**config.mk**
```make
export PLATFORM = sky130hd
export DESIGN_NAME = mux_reg_ctrl
export DESIGN_NICKNAME = d
export VERILOG_FILES = /design/src/rtl/mux_reg_ctrl.sv
export SDC_FILE = /design/constraint.sdc
export NUM_CORES = 1
export LEC_CHECK = 0
export CORE_MARGIN = 2
export CORE_UTILIZATION = 53
export CTS_BUF_LIST = sky130_fd_sc_hd__clkbuf_2
export DETAILED_ROUTE_END_ITERATION = 12
export HOLD_SLACK_MARGIN = 0.12
export PLACE_DENSITY = 0.87
export SLEW_MARGIN = 20
export SYNTH_ARGS = -nofsm -noshare
export SYNTH_HDL_FRONTEND = slang
export SYNTH_SLANG_ARGS = --single-unit
```
**constraint.sdc**
```tcl
create_clock -name clk -period 2.68 [get_ports clk]
set_input_delay 0.536 -clock clk [delete_from_list [all_inputs] [get_ports clk]]
set_output_delay 0.536 -clock clk [all_outputs]
set_load 0.01 [all_outputs]
```
**src/rtl/mux_reg_ctrl.sv**
```systemverilog
// Sequencing controller for a mux-based D-flop register: accepts one command at
// a time and drives the hold/load/clear/shift select of every flop.
module mux_reg_ctrl #(
    parameter int unsigned WIDTH = 8,
    parameter int unsigned CNT_W = 4
) (
    input  logic             clk,
    input  logic             rst_n,
    input  logic             cmd_valid,
    output logic             cmd_ready,
    input  logic [1:0]       cmd_op,
    input  logic [WIDTH-1:0] cmd_data,
    input  logic [CNT_W-1:0] cmd_len,
    input  logic             ser_in,
    output logic             ser_out,
    output logic             ser_valid,
    output logic [WIDTH-1:0] q,
    output logic             busy,
    output logic             done
);

    localparam logic [1:0] OP_NOP   = 2'b00;
    localparam logic [1:0] OP_LOAD  = 2'b01;
    localparam logic [1:0] OP_SHIFT = 2'b10;
    localparam logic [1:0] OP_CLEAR = 2'b11;

    typedef enum logic [1:0] {
        ST_IDLE  = 2'b00,
        ST_EXEC  = 2'b01,
        ST_SHIFT = 2'b10,
        ST_DONE  = 2'b11
    } state_e;

    typedef enum logic [1:0] {
        SEL_HOLD  = 2'b00,
        SEL_LOAD  = 2'b01,
        SEL_SHIFT = 2'b10,
        SEL_CLEAR = 2'b11
    } sel_e;

    state_e           state_q, state_d;
    sel_e             sel;
    logic [CNT_W-1:0] cnt_q, cnt_d;
    logic [1:0]       op_q, op_d;
    logic [WIDTH-1:0] data_q, data_d;
    logic [WIDTH-1:0] q_q, q_d;

    // State, counter, latched command and register flops
    always_ff @(posedge clk) begin
        if (!rst_n) begin
            state_q <= ST_IDLE;
            cnt_q   <= '0;
            op_q    <= '0;
            data_q  <= '0;
            q_q     <= '0;
        end else begin
            state_q <= state_d;
            cnt_q   <= cnt_d;
            op_q    <= op_d;
            data_q  <= data_d;
            q_q     <= q_d;
        end
    end

    // Next-state and flop select
    always_comb begin
        state_d = state_q;
        cnt_d   = cnt_q;
        op_d    = op_q;
        data_d  = data_q;
        sel     = SEL_HOLD;
        unique case (state_q)
            ST_IDLE: begin
                if (cmd_valid) begin
                    op_d   = cmd_op;
                    data_d = cmd_data;
                    unique case (cmd_op)
                        OP_NOP:   state_d = ST_DONE;
                        OP_LOAD,
                        OP_CLEAR: state_d = ST_EXEC;
                        OP_SHIFT: begin
                            if (cmd_len != '0) begin
                                state_d = ST_SHIFT;
                                cnt_d   = cmd_len;
                            end else begin
                                state_d = ST_DONE;
                            end
                        end
                        default:  state_d = ST_IDLE;
                    endcase
                end
            end
            ST_EXEC: begin
                if (op_q == OP_LOAD) begin
                    sel = SEL_LOAD;
                end else if (op_q == OP_CLEAR) begin
                    sel = SEL_CLEAR;
                end
                state_d = ST_DONE;
            end
            ST_SHIFT: begin
                sel   = SEL_SHIFT;
                cnt_d = cnt_q - CNT_W'(1);
                if (cnt_q == CNT_W'(1)) begin
                    state_d = ST_DONE;
                end
            end
            ST_DONE: state_d = ST_IDLE;
            default: state_d = ST_IDLE;
        endcase
    end

    // Per-flop next-state mux
    always_comb begin
        q_d = q_q;
        unique case (sel)
            SEL_HOLD:  q_d = q_q;
            SEL_LOAD:  q_d = data_q;
            SEL_SHIFT: q_d = {q_q[WIDTH-2:0], ser_in};
            SEL_CLEAR: q_d = '0;
            default:   q_d = q_q;
        endcase
    end

    assign q         = q_q;
    assign ser_out   = q_q[WIDTH-1];
    assign cmd_ready = (state_q == ST_IDLE) && rst_n;
    assign busy      = (state_q != ST_IDLE);
    assign done      = (state_q == ST_DONE);
    assign ser_valid = (state_q == ST_SHIFT);

endmodule

```
-- After elaboration in Yosys (flattened, before gate mapping)
Index checks and enable logic that the tools add are counted.
- bits in writable memories: 0
- bits in read-only memories: 0
- bits of input ports: 18
- memories kept: 0
- register bits: 24
- logic and storage cells: 46
- bits in latches: 0
- output and inout port bits: 13
- add/sub/neg operators: 1
- div/mod/pow operators: 0
- magnitude comparators: 0
- shift-type cells: 0
- eq/ne operators: 16
- bitwise logic cells: 0
- reductions and logical operators: 11
- multipliers: 0
- muxes and demuxes: 13
- operators by type and width (operator ; count):
    $pmux 8 s3 ; 1
    $eq 2x2->1 const B ; 7
    $mux 4 ; 3
    $eq 2x1->1 const B ; 4
    $mux 2 ; 4
    $pmux 2 s4 ; 1
    $pmux 4 s2 ; 1
    $logic_not 2->1 ; 3
    $pmux 2 s3 ; 1
    $eq 4x1->1 const B ; 1
    $ne 2x1->1 const B ; 2
    $ne 2x2->1 const B ; 2
    $pmux 2 s2 ; 1
    $reduce_and 2->1 ; 2
    $reduce_and 4->1 ; 1
    $reduce_bool 2->1 ; 2
    $reduce_bool 4->1 ; 1
    $sub 4x1->4 const B ; 1
    $reduce_or 2->1 ; 1
    $logic_and 1x1->1 ; 1
    $mux 1 ; 1

-- Logic depth before layout (Yosys ltp)
- depth after elaboration: 6
- mapped depth: 7
- mapped depth without buffers: 6

-- Least setup slack after synthesis
OpenSTA, ideal clock, no wires.
- path type: input to register
- from: in cmd_len[0]
- to: reg cnt_q[0]
- setup time: 0.122 ns
- data arrival time: 1.606 ns
- stages on the path: 4
- path buffers: 0
- setup slack: 0.952 ns
- required time: 2.558 ns
- cells stage by stage: or4_4 > a32oi_4 > o21ai_0 > o311a_1
- longest elaborated chain between the ends: 4
- elaborated cells between the ends (all ways): 7
- those cells by class: eq/ne: 1; mux: 4; reduce/logical: 2
- ends and longest elaborated chain (element ; line ; text):
    start: declaration ; 13 ; input logic [CNT_W-1:0] cmd_len,
    $mux 4 ; 82 ; if (cmd_len != '0) begin
    $mux 4 ; 77 ; unique case (cmd_op)
    $mux 4 ; 74 ; if (cmd_valid) begin
    $pmux 4 s2 ; 72 ; unique case (state_q)
    end signal: assignment ; 58 ; cnt_q <= cnt_d;
    end: declaration ; 43 ; logic [CNT_W-1:0] cnt_q, cnt_d;
Several ways; a longest one is shown, not always the timed one. The select of a mux whose other input is x is not followed.
A chain may end at the register's enable or synchronous reset.

-- Worst setup path in the final report
- from: reg state_q[0]
- to: out ser_valid
- longest elaborated chain between the ends: 1
- ends and longest elaborated chain (element ; line ; text):
    start: declaration ; 41 ; state_e state_q, state_d;
    start signal: assignment ; 57 ; state_q <= state_d;
    $eq 2x2->1 ; 130 ; assign ser_valid = (state_q == ST_SHIFT);
    end: declaration ; 16 ; output logic ser_valid,
Every way passes these cells.

==> results.md <==
* Outcome: complete, no violations
* Hold WC Path Type: reg2reg
* CP Data Required Time at 2140 ps
* Antenna viol nets, final at 0
* Hold_ws at 475.6 ps
* Largest family of logic cells by synthesized area: compound AO/OA/AOI/OAI gates
* Final setup viols at 0
* Global route total overflow at 0
* Dpl hpwl at 1.988 mm
* Combinational share of power at 50.5%
* Max-slew violation count at 0
* Fmax at 407.9 MHz
* Post-placement setup slack at 386.8 ps
* Number of inserted diodes at 0
* Synth Area in Adders at 6.543%
* LEAKAGE at 0.0006110 uW
* Slew at the pin closest to its max-slew limit at 820.1 ps
* Area growth, synth to finish at 33.26%
* Layout Cells excl Fill at approximately 200
* Clock latency on the worst-skew pair at roughly 330 ps
* Fin crit period at 2452 ps
* Cells after Synth at 137
* Crit-path cells: inv_1 > ha_1 > clkdlybuf4s50_1
* Vias in the first global route at 1060
* Post-synth EDFFs at 0
* Register area share after synthesis at 41.88%
* Chip width at just over 50 um
* Crit-path max cell delay at around 640 ps
* Largest net degree at the start of global routing at 15
* Worst setup EP type: output port
* Slew HR at between 40 and 50%
* Routed WL at 2.846 mm
* CTS root buf: clkbuf_2
* Yosys top cell area share at about two fifths
* Design Power at 1536 uW
* XOR/XNOR Fraction of Synth Area at 0%
* Leading post-synthesis cells by cell area: dfxtp_1 42%, nand2_1 8.2%, ha_1 6.5%
* DRC Markers at 0
* Slowest cell on the critical path: clkdlybuf4s50_1
* #FFs+latches synth at 24
* Top post-synthesis cells by count: 25 x nand2_1, 24 x dfxtp_1, 15 x nor2_1
* Synth async-reset ratio at 0%
* Register clock-pin slew on the reported worst setup and hold paths at 230 ps
* Sequential power share at 33.9%
* Site Rows at 16
* Clk sinks at 24
* DR vias at 1103
* CP Data Arrival Time at 1920 ps
* Synth Flop Type: dfxtp_1
* Max FO, Critical Path at 13
* IO buf count at 30
* Mapped Avg Cell Area at ~8.4 sq um
* PnR worst setup slack at approximately 230 ps
* Storage element area at 480.5 sq um
* Final hold violation count at 0
* H-tree lvl count at 1
* NumNets Final at 194
* Clock power share at 15.5%
* Placed cell count at 192
* Most frequent cell after synthesis: nand2_1
* Setup CP Type: reg2out
* Simple-Gate Fraction of Synth Area at 17.56%
* Drt wl/cell at around 15 um
* CTS-repair resized insts at 0
* RSZ-0062 raised after global routing: no
* Period utilisation layout at between 90% and 100%
* Max-cap viol count at 0
* DR iter-0 viols at 42
* Synth area leader: dfxtp_1
* P_int at 929.4 uW
* DR vias/cell at 5.628
* Mapped Nets at 161
* VDD IR max at between 0.0007 and 0.0008 V
* P_sw at about 610 uW
* Startpoint types: flop
* DIE AREA at 0.002553 sq mm
* CTS Buf Count at 3
* Synthesized area at 0.001147 sq mm
* Filler cell count at 158
* Starting density of the core at 57.31%
* Kind of cell adding the most delay to the critical path: buffers and inverters
* PD cells at 1005 mW/mm^2
* Initial antenna violation count at 0
* Sw frac at 39.51%
* Fraction of the mapped netlist area in compound gates at a little over a quarter
* Fraction of layout instances using a drive strength above 1 at 7.692%
* Maximum root-to-sink buffer count at 2
* Max Clock Skew at 3.299 ps
* 1st-pass router iterations at 5
* Post-synthesis mux area share at 2.617%
* Ys Warns at 0
* Hold-fix buffers, CTS at 0
* Num ports at 31
* Sum Neg Setup Slack at 0 ps
* Setup slack, reg-to-reg at about 700 ps
* First-pass GRT wire length at 4.643 mm
* Gpl congestion at 0.8032
* Area of the core at 0.002002 sq mm
* Post-CTS Setup Repair Bufs at 0
* Die H at 50.53 um
* CTS tree: yes
* Worst Path Buf+Inv at 2
* Multi-input gate area at approximately 610 sq um
* Yosys cell types at 30
* Tot GR Track Use at 23.81%
## cell usage in the layout (no fill, tap or decap)
master,count
inv_1,9
nand2_1,25
a221oi_1,8
o21ai_0,9
and2_1,1
a41oi_1,1
a22o_1,1
a31oi_1,1
clkdlybuf4s50_1,30
ha_1,6
or3b_2,1
a21oi_1,13
mux2i_1,3
o311a_1,1
bufinv_16,1
nor2_2,1
nor2_1,15
buf_4,4
clkbuf_2,3
a22oi_1,1
nor2b_1,2
o32ai_1,1
dfxtp_1,24
a2bb2oi_1,1
or4_4,1
a211oi_1,1
a32oi_4,1
o22ai_1,2
a211oi_2,1
or3_1,1
## flip-flops by register name (all words and copies together), names as in the netlist
name and flops:
op_q 2, cnt_q 4, state_q 2, data_q 8, q 8
## through the flow
step	cell area [sq um]	utilization, %
after floorplan	1147	-
after global placement	1484	74.13
after detailed placement	1484	74.13
after CTS	1529	76.38
after global routing	1529	76.38
final	1529	76.38
## tightest hold or removal path: stages, from the launching register on
cell and delay, ps:
dfxtp_1 360, nand2_1 50, a21oi_1 50
## area by class of cell
type | instances | share of cell area, %
Clock inverter | 1 | 1.964
Timing Repair Buffer | 34 | 21.60
Sequential cell | 24 | 31.42
Clock buffer | 3 | 0.9820
Inverter | 9 | 2.209
Multi-Input combinational cell | 98 | 39.61
Tap cell | 27 | 2.209
## power by group through the flow
stage          sequential [uW]  clock (uW)  combinational [uW]
6_report                   522         238                 776
3_3_place_gp               525           0                 734
3_5_place_dp               531           0                 760
2_1_floorplan              533           0                 473
4_1_cts                    521         240                 770
5_1_grt                    534         255                 847
## final timing paths
path | start | endpoint | cells after the start
max | state_q[0]$_SDFFE_PN0P_ | ser_valid | 3
min | data_q[5]$_SDFFE_PN0P_ | data_q[5]$_SDFFE_PN0P_ | 2
max reg2reg | state_q[0]$_SDFFE_PN0P_ | q[3]$_SDFFE_PN0P_ | 5
min reg2reg | data_q[5]$_SDFFE_PN0P_ | data_q[5]$_SDFFE_PN0P_ | 2
## cell families after synthesis
group                    after synthesis
AO/OA/AOI/OAI                         42
adder cells (fa/ha/maj)                6
buffers and inverters                 15
flip-flops                            24
multiplexers                           3
AND/OR/NAND/NOR                       47
## layer usage
metal	up-vias	GRT usage (%)	routed length, um
met5	-	0	0
met4	0	9.009	51
met3	6	3.571	143
met2	32	39.25	1338
met1	520	31.30	1313
li1	545	-	-
No activity file was read; power rests on OpenSTA's default activity.
